## config.mk

```make
export PLATFORM = sky130hd
export DESIGN_NAME = apb_uart_host_arb_flat
export DESIGN_NICKNAME = d
export VERILOG_FILES = /design/src/rtl/apb_uart_host_arb_if.sv /design/src/rtl/apb_uart_host_arb.sv /design/src/flat_wrapper.sv
export SDC_FILE = /design/constraint.sdc
export NUM_CORES = 1
export LEC_CHECK = 0
export CAP_MARGIN = 20
export CORE_MARGIN = 2
export CORE_UTILIZATION = 37
export DETAILED_ROUTE_END_ITERATION = 16
export MAX_ROUTING_LAYER = met4
export PLACE_DENSITY_LB_ADDON = 0.3
export RECOVER_POWER = 50
export SYNTH_ARGS = -nofsm -noshare
export SYNTH_HDL_FRONTEND = slang
export SYNTH_SLANG_ARGS = --single-unit
```

## constraint.sdc

```tcl
create_clock -name pclk -period 2.9 [get_ports pclk]
set_input_delay 0.725 -clock pclk [delete_from_list [all_inputs] [get_ports pclk]]
set_output_delay 0.725 -clock pclk [all_outputs]
set_load 0.02 [all_outputs]
```

## src/rtl/apb_uart_host_arb_if.sv

```systemverilog
// APB4 bus bundle between apb_uart_host_arb and the apb_uart register file.
//   master modport : arbiter side, drives psel/penable/pwrite/paddr/pwdata/pstrb,
//                    receives prdata/pready/pslverr.
//   slave modport  : register-file side, the mirror image.
interface apb_uart_host_arb_if #(
    parameter int unsigned ADDR_W = 12,
    parameter int unsigned DATA_W = 32
);
    logic              psel;
    logic              penable;
    logic              pwrite;
    logic [ADDR_W-1:0] paddr;
    logic [DATA_W-1:0] pwdata;
    logic [3:0]        pstrb;
    logic [DATA_W-1:0] prdata;
    logic              pready;
    logic              pslverr;

    modport master (
        output psel, penable, pwrite, paddr, pwdata, pstrb,
        input  prdata, pready, pslverr
    );

    modport slave (
        input  psel, penable, pwrite, paddr, pwdata, pstrb,
        output prdata, pready, pslverr
    );
endinterface

```

## src/rtl/apb_uart_host_arb.sv

```systemverilog
// Round-robin APB4 master sharing the apb_uart register file among NUM_REQ requesters.
// One APB transfer in flight at a time (SETUP -> ACCESS, waits on pready).
//
// Ports:
//   pclk, preset_n        clock, synchronous active-low reset
//   req_valid/req_ready   per-requester handshake; req_ready is one-hot or zero, IDLE only
//   req_write/addr/wdata/strb  packed request fields, requester i in slice i
//   resp_valid            one-cycle completion pulse to the owning requester
//   resp_rdata/resp_err   result of the last completed transfer, held until the next one
//   apb                   APB4 master modport (psel, penable, pwrite, paddr, pwdata, pstrb,
//                         prdata, pready, pslverr)
//
// Optional feature: define APB_UART_ARB_TIMEOUT_EN to abort an ACCESS phase with resp_err
// after TIMEOUT_CYCLES wait states. Without it ACCESS waits for pready indefinitely.
module apb_uart_host_arb #(
    parameter int unsigned NUM_REQ        = 2,
    parameter int unsigned ADDR_W         = 12,
    parameter int unsigned DATA_W         = 32,
    parameter int unsigned TIMEOUT_CYCLES = 16
) (
    input  logic                      pclk,
    input  logic                      preset_n,
    input  logic [NUM_REQ-1:0]        req_valid,
    output logic [NUM_REQ-1:0]        req_ready,
    input  logic [NUM_REQ-1:0]        req_write,
    input  logic [NUM_REQ*ADDR_W-1:0] req_addr,
    input  logic [NUM_REQ*DATA_W-1:0] req_wdata,
    input  logic [NUM_REQ*4-1:0]      req_strb,
    output logic [NUM_REQ-1:0]        resp_valid,
    output logic [DATA_W-1:0]         resp_rdata,
    output logic                      resp_err,
    apb_uart_host_arb_if.master       apb
);

    localparam int unsigned GrantW = (NUM_REQ > 1) ? $clog2(NUM_REQ) : 1;

    if (NUM_REQ < 2 || NUM_REQ > 8 || TIMEOUT_CYCLES < 1) begin : gen_param_check
        $error("apb_uart_host_arb: NUM_REQ must be 2..8 and TIMEOUT_CYCLES >= 1");
    end

    typedef enum logic [1:0] {StIdle, StSetup, StAccess} state_e;

    state_e            state_q, state_d;
    // Doubles as the owner of the transfer in flight.
    logic [GrantW-1:0] last_grant_q, last_grant_d;
    logic              psel_q, psel_d;
    logic              penable_q, penable_d;
    logic              pwrite_q, pwrite_d;
    logic [ADDR_W-1:0] paddr_q, paddr_d;
    logic [DATA_W-1:0] pwdata_q, pwdata_d;
    logic [3:0]        pstrb_q, pstrb_d;
    logic [NUM_REQ-1:0] resp_valid_q, resp_valid_d;
    logic [DATA_W-1:0] resp_rdata_q, resp_rdata_d;
    logic              resp_err_q, resp_err_d;

`ifdef APB_UART_ARB_TIMEOUT_EN
    localparam int unsigned CntW = $clog2(TIMEOUT_CYCLES + 1);
    // Abort on the edge where the counter would reach TIMEOUT_CYCLES.
    localparam logic [CntW-1:0] CntLast = CntW'(TIMEOUT_CYCLES - 1);
    logic [CntW-1:0] cnt_q, cnt_d;
`endif

    // Round-robin pick: first valid requester scanning from last_grant+1 with wrap-around.
    logic              arb_found;
    logic [GrantW-1:0] arb_grant;
    logic              arb_write;
    logic [ADDR_W-1:0] arb_addr;
    logic [DATA_W-1:0] arb_wdata;
    logic [3:0]        arb_strb;

    always_comb begin
        arb_found = 1'b0;
        arb_grant = '0;
        arb_write = 1'b0;
        arb_addr  = '0;
        arb_wdata = '0;
        arb_strb  = '0;
        for (int unsigned off = 1; off <= NUM_REQ; off++) begin
            for (int unsigned j = 0; j < NUM_REQ; j++) begin
                if (!arb_found && req_valid[j] &&
                    j == (32'(last_grant_q) + off) % NUM_REQ) begin
                    arb_found = 1'b1;
                    arb_grant = GrantW'(j);
                    arb_write = req_write[j];
                    arb_addr  = req_addr[j*ADDR_W +: ADDR_W];
                    arb_wdata = req_wdata[j*DATA_W +: DATA_W];
                    arb_strb  = req_strb[j*4 +: 4];
                end
            end
        end
    end

    always_comb begin
        req_ready = '0;
        if (state_q == StIdle && arb_found) begin
            req_ready[arb_grant] = 1'b1;
        end
    end

    always_comb begin
        state_d      = state_q;
        last_grant_d = last_grant_q;
        psel_d       = psel_q;
        penable_d    = penable_q;
        pwrite_d     = pwrite_q;
        paddr_d      = paddr_q;
        pwdata_d     = pwdata_q;
        pstrb_d      = pstrb_q;
        resp_valid_d = '0;
        resp_rdata_d = resp_rdata_q;
        resp_err_d   = resp_err_q;
`ifdef APB_UART_ARB_TIMEOUT_EN
        cnt_d        = cnt_q;
`endif
        case (state_q)
            StIdle: begin
                // req_ready is only driven for the pick, so a pick here is an accept.
                if (arb_found) begin
                    state_d      = StSetup;
                    last_grant_d = arb_grant;
                    psel_d       = 1'b1;
                    penable_d    = 1'b0;
                    pwrite_d     = arb_write;
                    paddr_d      = arb_addr;
                    pwdata_d     = arb_wdata;
                    // APB4: strobes must be low on reads.
                    pstrb_d      = arb_write ? arb_strb : 4'h0;
                end
            end
            StSetup: begin
                state_d   = StAccess;
                penable_d = 1'b1;
`ifdef APB_UART_ARB_TIMEOUT_EN
                cnt_d     = '0;
`endif
            end
            StAccess: begin
                if (apb.pready) begin
                    state_d                    = StIdle;
                    psel_d                     = 1'b0;
                    penable_d                  = 1'b0;
                    resp_valid_d[last_grant_q] = 1'b1;
                    resp_rdata_d               = pwrite_q ? '0 : apb.prdata;
                    resp_err_d                 = apb.pslverr;
                end
`ifdef APB_UART_ARB_TIMEOUT_EN
                else if (cnt_q == CntLast) begin
                    state_d                    = StIdle;
                    psel_d                     = 1'b0;
                    penable_d                  = 1'b0;
                    resp_valid_d[last_grant_q] = 1'b1;
                    resp_rdata_d               = '0;
                    resp_err_d                 = 1'b1;
                end else begin
                    cnt_d = cnt_q + 1'b1;
                end
`endif
            end
            default: state_d = StIdle;
        endcase
    end

    always_ff @(posedge pclk) begin
        if (!preset_n) begin
            state_q      <= StIdle;
            last_grant_q <= GrantW'(NUM_REQ - 1);
            psel_q       <= 1'b0;
            penable_q    <= 1'b0;
            pwrite_q     <= 1'b0;
            paddr_q      <= '0;
            pwdata_q     <= '0;
            pstrb_q      <= '0;
            resp_valid_q <= '0;
            resp_rdata_q <= '0;
            resp_err_q   <= 1'b0;
`ifdef APB_UART_ARB_TIMEOUT_EN
            cnt_q        <= '0;
`endif
        end else begin
            state_q      <= state_d;
            last_grant_q <= last_grant_d;
            psel_q       <= psel_d;
            penable_q    <= penable_d;
            pwrite_q     <= pwrite_d;
            paddr_q      <= paddr_d;
            pwdata_q     <= pwdata_d;
            pstrb_q      <= pstrb_d;
            resp_valid_q <= resp_valid_d;
            resp_rdata_q <= resp_rdata_d;
            resp_err_q   <= resp_err_d;
`ifdef APB_UART_ARB_TIMEOUT_EN
            cnt_q        <= cnt_d;
`endif
        end
    end

    assign apb.psel    = psel_q;
    assign apb.penable = penable_q;
    assign apb.pwrite  = pwrite_q;
    assign apb.paddr   = paddr_q;
    assign apb.pwdata  = pwdata_q;
    assign apb.pstrb   = pstrb_q;
    assign resp_valid  = resp_valid_q;
    assign resp_rdata  = resp_rdata_q;
    assign resp_err    = resp_err_q;

endmodule
```

## src/flat_wrapper.sv

```systemverilog
// flat-port wrapper written by rule: the top's interface ports become plain ports
module apb_uart_host_arb_flat 
#(
    parameter int unsigned NUM_REQ        = 2,
    parameter int unsigned ADDR_W         = 12,
    parameter int unsigned DATA_W         = 32,
    parameter int unsigned TIMEOUT_CYCLES = 16
)
  (pclk, preset_n, req_valid, req_ready, req_write, req_addr, req_wdata, req_strb, resp_valid, resp_rdata, resp_err, apb_psel, apb_penable, apb_pwrite, apb_paddr, apb_pwdata, apb_pstrb, apb_prdata, apb_pready, apb_pslverr);
  apb_uart_host_arb_if #(.ADDR_W(ADDR_W), .DATA_W(DATA_W)) apb_i ();
  input  logic pclk;
  input  logic preset_n;
  input  logic [NUM_REQ-1:0] req_valid;
  output logic [NUM_REQ-1:0] req_ready;
  input  logic [NUM_REQ-1:0] req_write;
  input  logic [NUM_REQ*ADDR_W-1:0] req_addr;
  input  logic [NUM_REQ*DATA_W-1:0] req_wdata;
  input  logic [NUM_REQ*4-1:0] req_strb;
  output logic [NUM_REQ-1:0] resp_valid;
  output logic [DATA_W-1:0] resp_rdata;
  output logic resp_err;
  output wire logic [$bits(apb_i.psel)-1:0] apb_psel;
  output wire logic [$bits(apb_i.penable)-1:0] apb_penable;
  output wire logic [$bits(apb_i.pwrite)-1:0] apb_pwrite;
  output wire logic [$bits(apb_i.paddr)-1:0] apb_paddr;
  output wire logic [$bits(apb_i.pwdata)-1:0] apb_pwdata;
  output wire logic [$bits(apb_i.pstrb)-1:0] apb_pstrb;
  input wire logic [$bits(apb_i.prdata)-1:0] apb_prdata;
  input wire logic [$bits(apb_i.pready)-1:0] apb_pready;
  input wire logic [$bits(apb_i.pslverr)-1:0] apb_pslverr;
  assign apb_psel = apb_i.psel;
  assign apb_penable = apb_i.penable;
  assign apb_pwrite = apb_i.pwrite;
  assign apb_paddr = apb_i.paddr;
  assign apb_pwdata = apb_i.pwdata;
  assign apb_pstrb = apb_i.pstrb;
  assign apb_i.prdata = apb_prdata;
  assign apb_i.pready = apb_pready;
  assign apb_i.pslverr = apb_pslverr;
  apb_uart_host_arb #(.NUM_REQ(NUM_REQ), .ADDR_W(ADDR_W), .DATA_W(DATA_W), .TIMEOUT_CYCLES(TIMEOUT_CYCLES)) u_core (.pclk(pclk), .preset_n(preset_n), .req_valid(req_valid), .req_ready(req_ready), .req_write(req_write), .req_addr(req_addr), .req_wdata(req_wdata), .req_strb(req_strb), .resp_valid(resp_valid), .resp_rdata(resp_rdata), .resp_err(resp_err), .apb(apb_i));
endmodule
```

* Word level (Yosys, flattened, before mapping)
Index checks and enable logic that the tools add are counted.
** Cells by class
- Multiplexer cells :: 38
- $add $sub $neg :: 2
- Reduce and logical (&&, ||, !) cells :: 24
- Order comparisons :: 4
- Equal/unequal tests :: 4
** Operator list (number)
- 32-bit 2-to-1 mux :: 5
- 32-bit logical NOT :: 2
- 12-bit 2-to-1 mux :: 4
- 4-bit 2-to-1 mux :: 5
- 1-bit 2-to-1 mux :: 16
- 1-bit logical AND :: 10
- 3-bit AND reduction :: 3
- 2-bit 2-to-1 mux :: 3
- 2-bit case mux with 3 select lines :: 1
- 2-bit AND reduction :: 3
- 1-bit by 2-bit less-than comparator with 1-bit output (second input constant) :: 2
- 1-bit logical NOT :: 3
- 1-bit case mux with 3 select lines :: 1
- 3-bit nonzero test :: 1
- 1-bit adder (second input constant) :: 2
- 1-bit demux with 1-bit select :: 2
- 2-bit by 1-bit equality test with 1-bit output (second input constant) :: 1
- 2-bit equality test (second input constant) :: 1
- 1-bit >= comparator (second input constant) :: 2
- 2-bit logical NOT :: 1
- 2-bit by 1-bit inequality test with 1-bit output (second input constant) :: 1
- 2-bit inequality test (second input constant) :: 1
- 1-bit case mux with 2 select lines :: 1
- 2-bit nonzero test :: 1
** Storage, ports and cells
- Output and inout bits :: 88
- Flip-flop bits (word level) :: 89
- Bits of input ports :: 136
- Logic and storage cells :: 83

* Logic depth before layout (Yosys ltp)
- Depth after elaboration :: 21
- Depth in mapped cells :: 6
- Mapped depth without buffers :: 4

* Least setup slack after synthesis
OpenSTA, ideal clock, no wires.
- Path kind :: input port to output port
- Start :: input port req_valid[1]
- End :: output port req_ready[1]
- Required time :: 2.175 ns
- Slack :: 0.862 ns
- Buffers on the path :: 1
- Arrival time :: 1.313 ns
- Stages :: 3
- Cell sequence :: a21boi_2 > and2_4 > buf_2
** Between the ends
- Longest elaborated chain between the ends :: 16
- Elaborated cells between the ends (all ways) :: 21
- Classes of those cells :: 2 x order compare; 9 x mux; 10 x reduce/logical
** Ends and longest elaborated chain
- start: declaration :: RTL line flat_wrapper.sv:13 : input logic [NUM_REQ-1:0] req_valid;
- 1-bit logical AND (2 in series) :: RTL line apb_uart_host_arb.sv:80 : if (!arb_found && req_valid[j] &&
- 1-bit 2-to-1 mux :: RTL line apb_uart_host_arb.sv:80
- 1-bit logical NOT :: RTL line apb_uart_host_arb.sv:80
- 1-bit logical AND (2 in series) :: RTL line apb_uart_host_arb.sv:80
- 1-bit 2-to-1 mux :: RTL line apb_uart_host_arb.sv:80
- 1-bit logical NOT :: RTL line apb_uart_host_arb.sv:80
- 1-bit logical AND (2 in series) :: RTL line apb_uart_host_arb.sv:80
- 1-bit 2-to-1 mux :: RTL line apb_uart_host_arb.sv:80
- 1-bit by 2-bit less-than comparator with 1-bit output (not written as such) or 1-bit >= comparator (tied branches) :: RTL line apb_uart_host_arb.sv:96 : req_ready[arb_grant] = 1'b1;
- 1-bit logical AND (not written as such) :: RTL line apb_uart_host_arb.sv:96
- 1-bit 2-to-1 mux (not written as such) :: RTL line apb_uart_host_arb.sv:96
- 1-bit demux with 1-bit select
- 2-bit 2-to-1 mux (*) :: RTL line apb_uart_host_arb.sv:95 : if (state_q == StIdle && arb_found) begin
- end: declaration :: RTL line flat_wrapper.sv:14 : output logic [NUM_REQ-1:0] req_ready;
Every way passes the cells marked *; elsewhere a longest branch is shown, timed or not.

* Final worst setup path
- Start :: input port req_valid[1]
- End :: register u_core.pstrb_q[3] (netlist: u_core.apb.pstrb[3])
** Between the ends
- Longest elaborated chain between the ends :: 12
- Elaborated cells between the ends (all ways) :: 19
- Classes of those cells :: 10 x mux; 9 x reduce/logical
** Ends and longest elaborated chain
- 1-bit logical AND (2 in series) :: RTL line apb_uart_host_arb.sv:80
- 1-bit 2-to-1 mux :: RTL line apb_uart_host_arb.sv:80
- 1-bit logical NOT :: RTL line apb_uart_host_arb.sv:80
- 1-bit logical AND (2 in series) :: RTL line apb_uart_host_arb.sv:80
- 1-bit 2-to-1 mux :: RTL line apb_uart_host_arb.sv:80
- 1-bit logical NOT :: RTL line apb_uart_host_arb.sv:80
- 1-bit logical AND (2 in series) :: RTL line apb_uart_host_arb.sv:80
- 4-bit 2-to-1 mux or 1-bit 2-to-1 mux (tied branches) :: RTL line apb_uart_host_arb.sv:80
- 4-bit 2-to-1 mux or 2-bit AND reduction (tied branches)
- end signal: assignment :: RTL line apb_uart_host_arb.sv:187 : pstrb_q <= pstrb_d;
- end: declaration :: RTL line apb_uart_host_arb.sv:51 : logic [3:0] pstrb_q, pstrb_d;
Parallel ways exist; a longest one is shown, timed or not.
A chain may end at the register's enable or synchronous reset.

==> results.md <==
- Worst hold stages: 1
- Worst Hold Launch: u_core.apb.psel
- Gr ovfl total: 0
- Synthesized net count: 413
- Most frequent cells in the layout: clkdlybuf4s50_1, dfxtp_1, nor2_1
- I/O pins: 224
- Fill count: 646
- Synth Warn #: 0
- Post-Route WL: 10.7 mm
- Synth area leader: dfxtp_1
- Hold slack: 0.447 ns
- # diodes: 0
- Initial DRT Pass Iterations: 7
- Number of remaining DRC errors: 0
- First-pass GRT wire length: 15.6 mm
- RSZ-0062 raised after global routing: no
- Core Box Area: 8220 sq um
- Die H: 96.1 microns
- Post-DP HPWL: 7.64 mm
- Initial Util: 0.382
- FF-to-FF Start: u_core.state_q[0]
- Max Slew Vio Count: 0
- Register area share after synthesis: 0.568
- Post-CTS Resized: 1
- Post-layout util: 0.688
- Vias: 3255
- GRT Total Usage: 0.227
- Clk buf depth: 2
- Fmax: 0.369 GHz
- Number of non-filler instances in the completed layout: 603
- Syn avg cell area: 11.3 sq um
- RePlAce Congestion: 0.778
- Run status: finished, final reports clean
- Crit share post-route: 0.935
- VDD IR max: 341 uV
- Hold Crit Class: register to register
- Synth top area cells: dfxtp_1, a222oi_1, a22o_1
- Inst Count DP: 587
- Worst endpoint required time: 3.16 ns
- Setup crit end kind: register
- Post-route ant nets: 0
- Multi-input gate area: 1180 sq um
- WS Path Type: input port to register
- Worst r2r dst: u_core.apb.pstrb[3]
- Reg2Reg Depth: 5
- Setup violators final: 0
- 1st-iter DRT viols: 342
- Nets: 629
- Clock buffer count from CTS: 9
- Setup bufs post-CTS: 0
- Synth cell types: 27
- Final Hold Fails: 0
- Fin crit period: 2.71 ns
- CTS sink cnt: 89
- Vias in the first global route: 3249
- Total of max-cap violations: 0
- PortBufs: 223
- Drt wl/cell: 17.7 microns
- Die Wd: 96.1 microns
- Initial antenna violation count: 0
- Pin count of the biggest net entering global routing: 53
- Post-synth top area share: 0.568
- Die area: 9230 sq um
- WHS Endpoint: u_core.apb.psel
- Clock slew at reported path FFs: 0.08 ns
- Slew @ Worst Pin: 1.03 ns
- Post-CTS Hold Buffers: 0
- Fin Clk Skew: 0.0103 ns
- Cell Area, Synth: 3140 sq um
- CP max FO: 46
- FF-to-FF setup slack: 0.65 ns
- Post-synthesis register bit count: 89
- CP startpoint kind: input port
- CTS tree: yes
- Arr. time, crit path: 2.97 ns
- Register area: 1780 sq um
- Leak: 2.27 nW
- Cell area power density: 546 nW/um^2
- Worst-Skew Late Latency: 0.34 ns
- Synth-to-Final Area Change: 80.2%
- Vias per Instance: 5.40
- Proportion of layout cells with a drive suffix above 1: 0.0743
- Worst setup margin: 0.187 ns
- Root Driver: clkbuf_8
- # rows: 33
- Most common cell after layout, fill and taps aside: clkdlybuf4s50_1
- Rel. slew slack: 0.315
- Pre-CTS setup slack: -0.0663 ns
- Mapped Cells: 277
- Clock H-tree levels: 3
## registers in the layout, summed over array words and instances, names as in the netlist
| name | flops |
|---|---|
| u_core.apb.pwdata | 32 |
| u_core.resp_rdata | 32 |
| u_core.apb.paddr | 12 |
| u_core.apb.pstrb | 4 |
| u_core.resp_valid | 2 |
| u_core.state_q | 2 |
| u_core.apb.penable | 1 |
| u_core.apb.psel | 1 |
| u_core.apb.pwrite | 1 |
| u_core.last_grant_q | 1 |
| u_core.resp_err | 1 |
## per-stage QoR
step | cell area (sq um) | total power, mW | TNS (ns)
6_report | 5650 | 3.08 | 0
5_1_grt | 5650 | 3.22 | 0
4_1_cts | 5670 | 3.14 | 0
3_5_place_dp | 5430 | 2.12 | -0.0663
3_3_place_gp | 5430 | 2.10 | -0.0435
2_1_floorplan | 3140 | 1.72 | 0
## how the worst max path moves through the flow
stage                             from  slack, ns             endpoint  depth (start not counted)
after CTS                 req_valid[0]      0.009         req_ready[0]                          3
after detailed placement  req_valid[1]      -0.07         req_ready[1]                          4
after floorplan           req_valid[1]       0.86         req_ready[1]                          3
final                     req_valid[1]       0.19  u_core.apb.pstrb[3]                          6
after global routing          preset_n       0.07      u_core.apb.psel                          5
after global placement    req_valid[1]      -0.04         req_ready[1]                          4
## cell usage after synthesis
master,count
a21boi_2,1
a21o_1,1
a21oi_1,3
a222oi_1,44
a22o_1,32
a22oi_2,1
a32oi_1,4
and2_4,1
and3_1,1
and3_4,1
and3b_1,1
buf_2,9
buf_6,9
clkbuf_1,10
dfxtp_1,89
inv_2,1
mux2i_1,1
nand2_1,3
nand2b_4,1
nand3_1,4
nor2_1,50
nor2_2,2
nor2b_1,1
nor3_1,1
nor3b_1,1
o21ai_1,1
o31ai_2,4
## power by group
group	internal, mW	switching [mW]	total, mW
Sequential	1.30	0.0442	1.35
Combinational	0.387	0.332	0.719
Clock	0.595	0.421	1.02
Total	2.29	0.797	3.08
## per-layer routing
layer	vias up	global-route usage	wire length, microns
li1	1521	-	-
met1	1560	0.254	4010
met2	150	0.391	5600
met3	24	0.0470	772
met4	0	0.0988	281
met5	-	-	0
## critical path: stages
cell,delay (ns)
clkdlybuf4s50_1,0.55
a21boi_2,0.22
and2_4,0.16
clkbuf_2,0.77
a22oi_2,0.26
o31ai_2,0.28
## logic make-up after synthesis
family,Yosys count,share of synthesized area
compound gates,91,0.273
flops,89,0.568
buf+inv,29,0.0599
simple gates,67,0.0954
mux,1,0.00319
## layout make-up
type                       count  area share
timing repair buffer         233       0.409
inverter                       1    0.000664
tap                          105      0.0232
sequential                    89       0.315
multi-input combinational    159       0.208
clock inverter                 5      0.0182
clock buffer                  11      0.0250
Note: power is estimated with default switching activity, not from simulation.
